## src/rtl/alu_seq_legv8.sv

```systemverilog
// Sequential LEGv8 ALU. The logic, add and shift ops finish in one cycle; unsigned
// MUL and UDIV iterate one bit per cycle. Valid/ready handshake on both sides.
module alu_seq_legv8 #(
  parameter int unsigned N = 64
) (
  input  logic         clock,
  input  logic         reset,
  input  logic         in_valid,
  output logic         in_ready,
  input  logic [N-1:0] A,
  input  logic [N-1:0] B,
  input  logic         C0,
  input  logic [4:0]   FS,
  output logic         out_valid,
  input  logic         out_ready,
  output logic [N-1:0] F,
  output logic [N-1:0] R,
  output logic [3:0]   status
);
  localparam int unsigned SHW = $clog2(N);

  localparam logic [1:0] StIdle = 2'd0;
  localparam logic [1:0] StBusy = 2'd1;
  localparam logic [1:0] StDone = 2'd2;

  localparam logic [2:0] OpAnd = 3'b000;
  localparam logic [2:0] OpOr  = 3'b001;
  localparam logic [2:0] OpAdd = 3'b010;
  localparam logic [2:0] OpXor = 3'b011;
  localparam logic [2:0] OpLsl = 3'b100;
  localparam logic [2:0] OpLsr = 3'b101;

  logic [1:0]     state_q, state_d;
  logic [SHW-1:0] cnt_q, cnt_d;
  logic           is_div_q, is_div_d;
  logic [N-1:0]   hi_q, hi_d;
  logic [N-1:0]   lo_q, lo_d;
  logic [N-1:0]   opb_q, opb_d;
  logic [N-1:0]   f_q, f_d;
  logic [N-1:0]   r_q, r_d;
  logic [3:0]     status_q, status_d;

  logic [N-1:0]   a_s, b_s;
  logic [N:0]     add_sum;
  logic [N-1:0]   sc_f;
  logic           sc_c, sc_v;
  logic [SHW-1:0] shamt;
  logic [N:0]     mul_sum;
  logic [N:0]     div_shift, div_diff;
  logic           div_ok;
  logic [N-1:0]   it_hi, it_lo;

  assign a_s     = FS[0] ? ~A : A;
  assign b_s     = FS[1] ? ~B : B;
  assign shamt   = B[SHW-1:0];
  assign add_sum = {1'b0, a_s} + {1'b0, b_s} + {{N{1'b0}}, C0};

  always_comb begin
    sc_f = '0;
    sc_c = 1'b0;
    sc_v = 1'b0;
    case (FS[4:2])
      OpAnd: sc_f = a_s & b_s;
      OpOr:  sc_f = a_s | b_s;
      OpAdd: begin
        sc_f = add_sum[N-1:0];
        sc_c = add_sum[N];
        sc_v = ~(a_s[N-1] ^ b_s[N-1]) & (add_sum[N-1] ^ a_s[N-1]);
      end
      OpXor: sc_f = a_s ^ b_s;
      OpLsl: sc_f = A << shamt;
      OpLsr: sc_f = A >> shamt;
      default: sc_f = '0;
    endcase
  end

  // hi/lo hold {product high, multiplier} for MUL and {remainder, dividend/quotient} for UDIV.
  always_comb begin
    mul_sum   = {1'b0, hi_q} + (lo_q[0] ? {1'b0, opb_q} : {(N+1){1'b0}});
    div_shift = {hi_q, lo_q[N-1]};
    div_diff  = div_shift - {1'b0, opb_q};
    div_ok    = ~div_diff[N];
    if (is_div_q) begin
      it_hi = div_ok ? div_diff[N-1:0] : div_shift[N-1:0];
      it_lo = {lo_q[N-2:0], div_ok};
    end else begin
      it_hi = mul_sum[N:1];
      it_lo = {mul_sum[0], lo_q[N-1:1]};
    end
  end

  always_comb begin
    state_d  = state_q;
    cnt_d    = cnt_q;
    is_div_d = is_div_q;
    hi_d     = hi_q;
    lo_d     = lo_q;
    opb_d    = opb_q;
    f_d      = f_q;
    r_d      = r_q;
    status_d = status_q;
    case (state_q)
      StIdle: begin
        if (in_valid) begin
          if (FS[4:3] == 2'b11) begin
            state_d  = StBusy;
            cnt_d    = SHW'(N - 1);
            is_div_d = FS[2];
            hi_d     = '0;
            lo_d     = a_s;
            opb_d    = b_s;
          end else begin
            state_d  = StDone;
            f_d      = sc_f;
            r_d      = '0;
            status_d = {sc_v, sc_c, sc_f[N-1], (sc_f == '0)};
          end
        end
      end
      StBusy: begin
        hi_d  = it_hi;
        lo_d  = it_lo;
        cnt_d = cnt_q - SHW'(1);
        if (cnt_q == '0) begin
          state_d = StDone;
          f_d     = it_lo;
          r_d     = it_hi;
          if (is_div_q) begin
            status_d = {(opb_q == '0), 1'b0, it_lo[N-1], (it_lo == '0)};
          end else begin
            status_d = {1'b0, (it_hi != '0), it_lo[N-1], (it_lo == '0)};
          end
        end
      end
      StDone: begin
        if (out_ready) state_d = StIdle;
      end
      default: state_d = StIdle;
    endcase
  end

  always_ff @(posedge clock) begin
    if (reset) begin
      state_q  <= StIdle;
      cnt_q    <= '0;
      is_div_q <= 1'b0;
      hi_q     <= '0;
      lo_q     <= '0;
      opb_q    <= '0;
      f_q      <= '0;
      r_q      <= '0;
      status_q <= '0;
    end else begin
      state_q  <= state_d;
      cnt_q    <= cnt_d;
      is_div_q <= is_div_d;
      hi_q     <= hi_d;
      lo_q     <= lo_d;
      opb_q    <= opb_d;
      f_q      <= f_d;
      r_q      <= r_d;
      status_q <= status_d;
    end
  end

  assign in_ready  = (state_q == StIdle);
  assign out_valid = (state_q == StDone);
  assign F         = f_q;
  assign R         = r_q;
  assign status    = status_q;
endmodule

```

## config.mk

```make
export PLATFORM = sky130hd
export DESIGN_NAME = alu_seq_legv8
export DESIGN_NICKNAME = d
export VERILOG_FILES = /design/src/rtl/alu_seq_legv8.sv
export SDC_FILE = /design/constraint.sdc
export NUM_CORES = 2
export LEC_CHECK = 0
export BUFFER_PORTS_ARGS = -buffer_cell sky130_fd_sc_hd__buf_4
export CAP_MARGIN = 20
export CORE_ASPECT_RATIO = 1.2
export CORE_UTILIZATION = 45
export CTS_BUF_LIST = sky130_fd_sc_hd__clkbuf_16
export DETAILED_ROUTE_END_ITERATION = 7
export PLACE_DENSITY = 0.66
export SLEW_MARGIN = 5
export SYNTH_ARGS = -nofsm -noshare
export SYNTH_HDL_FRONTEND = slang
export SYNTH_SLANG_ARGS = --single-unit
```

## constraint.sdc

```tcl
create_clock -name clock -period 6.5 [get_ports clock]
set_input_delay 1.3 -clock clock [delete_from_list [all_inputs] [get_ports clock]]
set_output_delay 1.3 -clock clock [all_outputs]
set_load 0.05 [all_outputs]
```

==> qor.txt <==
Post-CTS sizing: 0
GPL Wtd Cong: 1.13
Hold Path Sink: R[41]
DR vias/cell: 6.65
DRT Wirelength: 209 mm
Critical path arrival: 6.44 ns
Port buffer count: 271
Die X-Extent: 276 um
DRC Markers: 0
Largest net degree at the start of global routing: 181
Inserted Clock Buffers: 37
Die Area: 91,400 um^2
Setup ws final: 0.548 ns
Layout Utilization: 0.515
Crit-path leading delay family: simple AND/OR/NAND/NOR gates
Clock skew: 0.0233 ns
Pre-CTS WS: 0.127 ns
CTS root buffer: clkbuf_16
Endpoints failing hold: 0
Area delta synth->final: 13.3%
Vias in the first global route: 42,800
CP Max Fanout: 4
Post-route ant nets: 0
Pwr Total: 8.54 mW
Reg clk slew, reported paths: 0.07 ns
Dominant cell by count in the synthesized netlist: nor2_1
Post-synthesis async set-or-reset flop share: 0
Post-CTS setup buffer count: 0
Leading cell types by count after synthesis: 608 x nor2_1, 546 x nand2_1, 509 x a21oi_1
TNS Setup: 0 ns
Layout net count: 6,131
Number of fill cells: 8,924
Global Route Usage Sum: 0.441
IO Count: 272
Kind of critical path: register to register
Final Max Slew Viols: 0
Leak: 19.6 nW
Initial antenna violation count: 10
Worst Setup SP: lo_q[63]
Hold Path Class: register to register
CP Capture Type: register
Mapped Area: 40,600 um^2
Max_cap viols: 0
DR WL/cell: 30.2 um
Mapped Cells: 5,570
Most frequent CP cell: buf_4
Worst Max-Slew Pin Slew: 1.18 ns
Worst rel slew slack: 0.214
Synth top area share: 0.164
FMAX: 0.168 GHz
RSZ-0062 raised after global routing: no
Overflow after GRT: 0
Cells along the critical path: inv_1 -> ha_1 -> inv_1 -> fa_1 -> a211oi_2 -> o211ai_1 -> nand2_1 -> a21oi_1 -> buf_4 -> a211oi_2 -> mux2i_4 -> mux2i_1 -> mux2i_1 -> or4b_1 -> nor4b_1 -> buf_4 -> nand4_1 -> and4b_1 -> buf_4 -> nand4_1 -> o31a_1
Share of cells above drive strength 1: 0.157
HP Start: R[41]
Final Cycle Share: 0.916
Post-synthesis average cell area: 7.29 um^2
Worst-skew pair later-pin latency: 0.61 ns
Setup-failing EPs final: 0
CP required: 6.99 ns
Combined buffer and inverter count along the critical path: 5
CTS tree: yes
Origin of the critical flop-to-flop path: lo_q[63]
Critical R2R Capture: status[2]
Drt first pass iters: 7
1st-iter DRT viols: 5,584
Sequential area share after synthesis: 0.164
Core box area: 89,300 um^2
Top_reg_cell synth: dfxtp_1
Status: completed
Area of the multi-input gates: 30,900 um^2
Sink count of the clock tree: 332
Synth Net Count: 5,968
Number of synthesized flops with an enable pin: 0
Top post-synthesis cells by area: dfxtp_1 16%, ha_1 7.9%, a21oi_1 6.3%
Cell Rows: 120
Hold_buf cts: 0
HPWL Detailed: 165 mm
CP peak stage delay: 0.62 ns
Final Cell Area: 46,000 um^2
Crit start category: register
First-pass GRT wire length: 298 mm
Synth area leader: dfxtp_1
Worst VDD drop: 0.132 mV
#FFs+latches synth: 332
CP max stage cell: mux2i_4
Reg2Reg Setup Slack: 0.55 ns
Clock H-tree levels: 2
Register area: 6650 um^2
Pwr Density: 186 nW/um^2
Count of cell types in the netlist: 104
Yosys synthesis warning count: 0
Initial core utilization: 0.454
Area after DPL: 44,700 um^2
Clk buf depth: 3
Hold depth: 2
R2r worst-path depth: 21
Chip Height: 331 um
Min Clock Period, post-route: 5.95 ns
Vias: 46,100
-- cell usage in the layout, fill, tap and decap left out, types with 38 or more instances in the layout --
| cell type | instances |
|---|---|
| nor3_1 | 79 |
| o22ai_1 | 81 |
| xnor2_1 | 148 |
| buf_4 | 569 |
| clkbuf_16 | 39 |
| a221oi_1 | 48 |
| a21o_1 | 78 |
| and2_1 | 81 |
| a22o_1 | 38 |
| inv_1 | 321 |
| nor2_1 | 604 |
| o21ai_0 | 274 |
| o211ai_1 | 58 |
| nand4_1 | 89 |
| a22oi_1 | 80 |
| a21oi_1 | 509 |
| mux2i_1 | 218 |
| nand3_1 | 146 |
| nand2_1 | 546 |
| dfxtp_1 | 331 |
| mux4_2 | 97 |
| nor4_1 | 56 |
| mux2_2 | 92 |
| xor2_1 | 114 |
| a211oi_1 | 148 |
| ha_1 | 257 |
| a31oi_1 | 79 |
| o21bai_1 | 41 |
-- metal layers --
layer  wire, um  vias up  global-route usage
met1      79900    22000               0.540
met5         84        -                   0
met3      19700      628              0.0843
met2      90900     2697               0.688
li1           -    20700                   -
met4      18400        6               0.339
-- layout make-up --
type	instances	area share
clock inverters	28	0.00577
repair buffers	584	0.0983
flip-flops and latches	332	0.145
diodes	6	0.000327
multi-input cells	4455	0.672
clock buffers	39	0.0212
well taps	1159	0.0315
inverters	323	0.0264
-- stage by stage --
stage          hold WS, ns  instances
6_report             0.451       6926
5_1_grt              0.479       6920
4_1_cts              0.458       6915
3_5_place_dp         0.443       6848
3_3_place_gp         0.436       6847
2_1_floorplan        0.451       5570
-- state kept, by name, indices dropped and copies added (netlist names) --
signal and cells:
cnt_q 6, F 63, status 4, hi_q 64, R 64, is_div_q 1
lo_q 64, opb_q 64, state_q 2
-- how the worst max path moves through the flow --
| stage | endpoint | slack [ns] | cells after the start |
|---|---|---|---|
| detailed placement | F[49] | 0.13 | 18 |
| CTS | status[2] | 0.52 | 21 |
| floorplan | status[0] | 0.002 | 24 |
| finish | status[2] | 0.55 | 21 |
| global placement | F[49] | 0.27 | 18 |
| global route | F[49] | 0.37 | 18 |
-- worst reg2reg max path, cell delays in order (launching register included) --
cell and delay [ns]:
dfxtp_1 0.43, inv_1 0.11, ha_1 0.17, inv_1 0.06, fa_1 0.41, a211oi_2 0.24
o211ai_1 0.16, nand2_1 0.14, a21oi_1 0.08, buf_4 0.16, a211oi_2 0.51, mux2i_4 0.62
mux2i_1 0.30, mux2i_1 0.14, or4b_1 0.54, nor4b_1 0.36, buf_4 0.19, nand4_1 0.22
and4b_1 0.34, buf_4 0.15, nand4_1 0.17, o31a_1 0.33
-- power breakdown --
group          total (mW)  switching [mW]  internal, mW  leakage (nW)
Combinational        4.05            2.66          1.39          16.3
Clock                2.27            1.04          1.23         0.613
Sequential           2.22           0.110          2.11          2.69
Total                8.54            3.81          4.73          19.6
-- cell families after synthesis --
kind of cell | synth area share
xor gates and xnor gates | 0.0573
muxes | 0.143
adders and majority gates | 0.0807
AOI/OAI and AO/OA | 0.273
and+or+nand+nor | 0.205
DFF | 0.164
buffers and inverters | 0.0782
No activity file was read; power rests on OpenSTA's default activity.
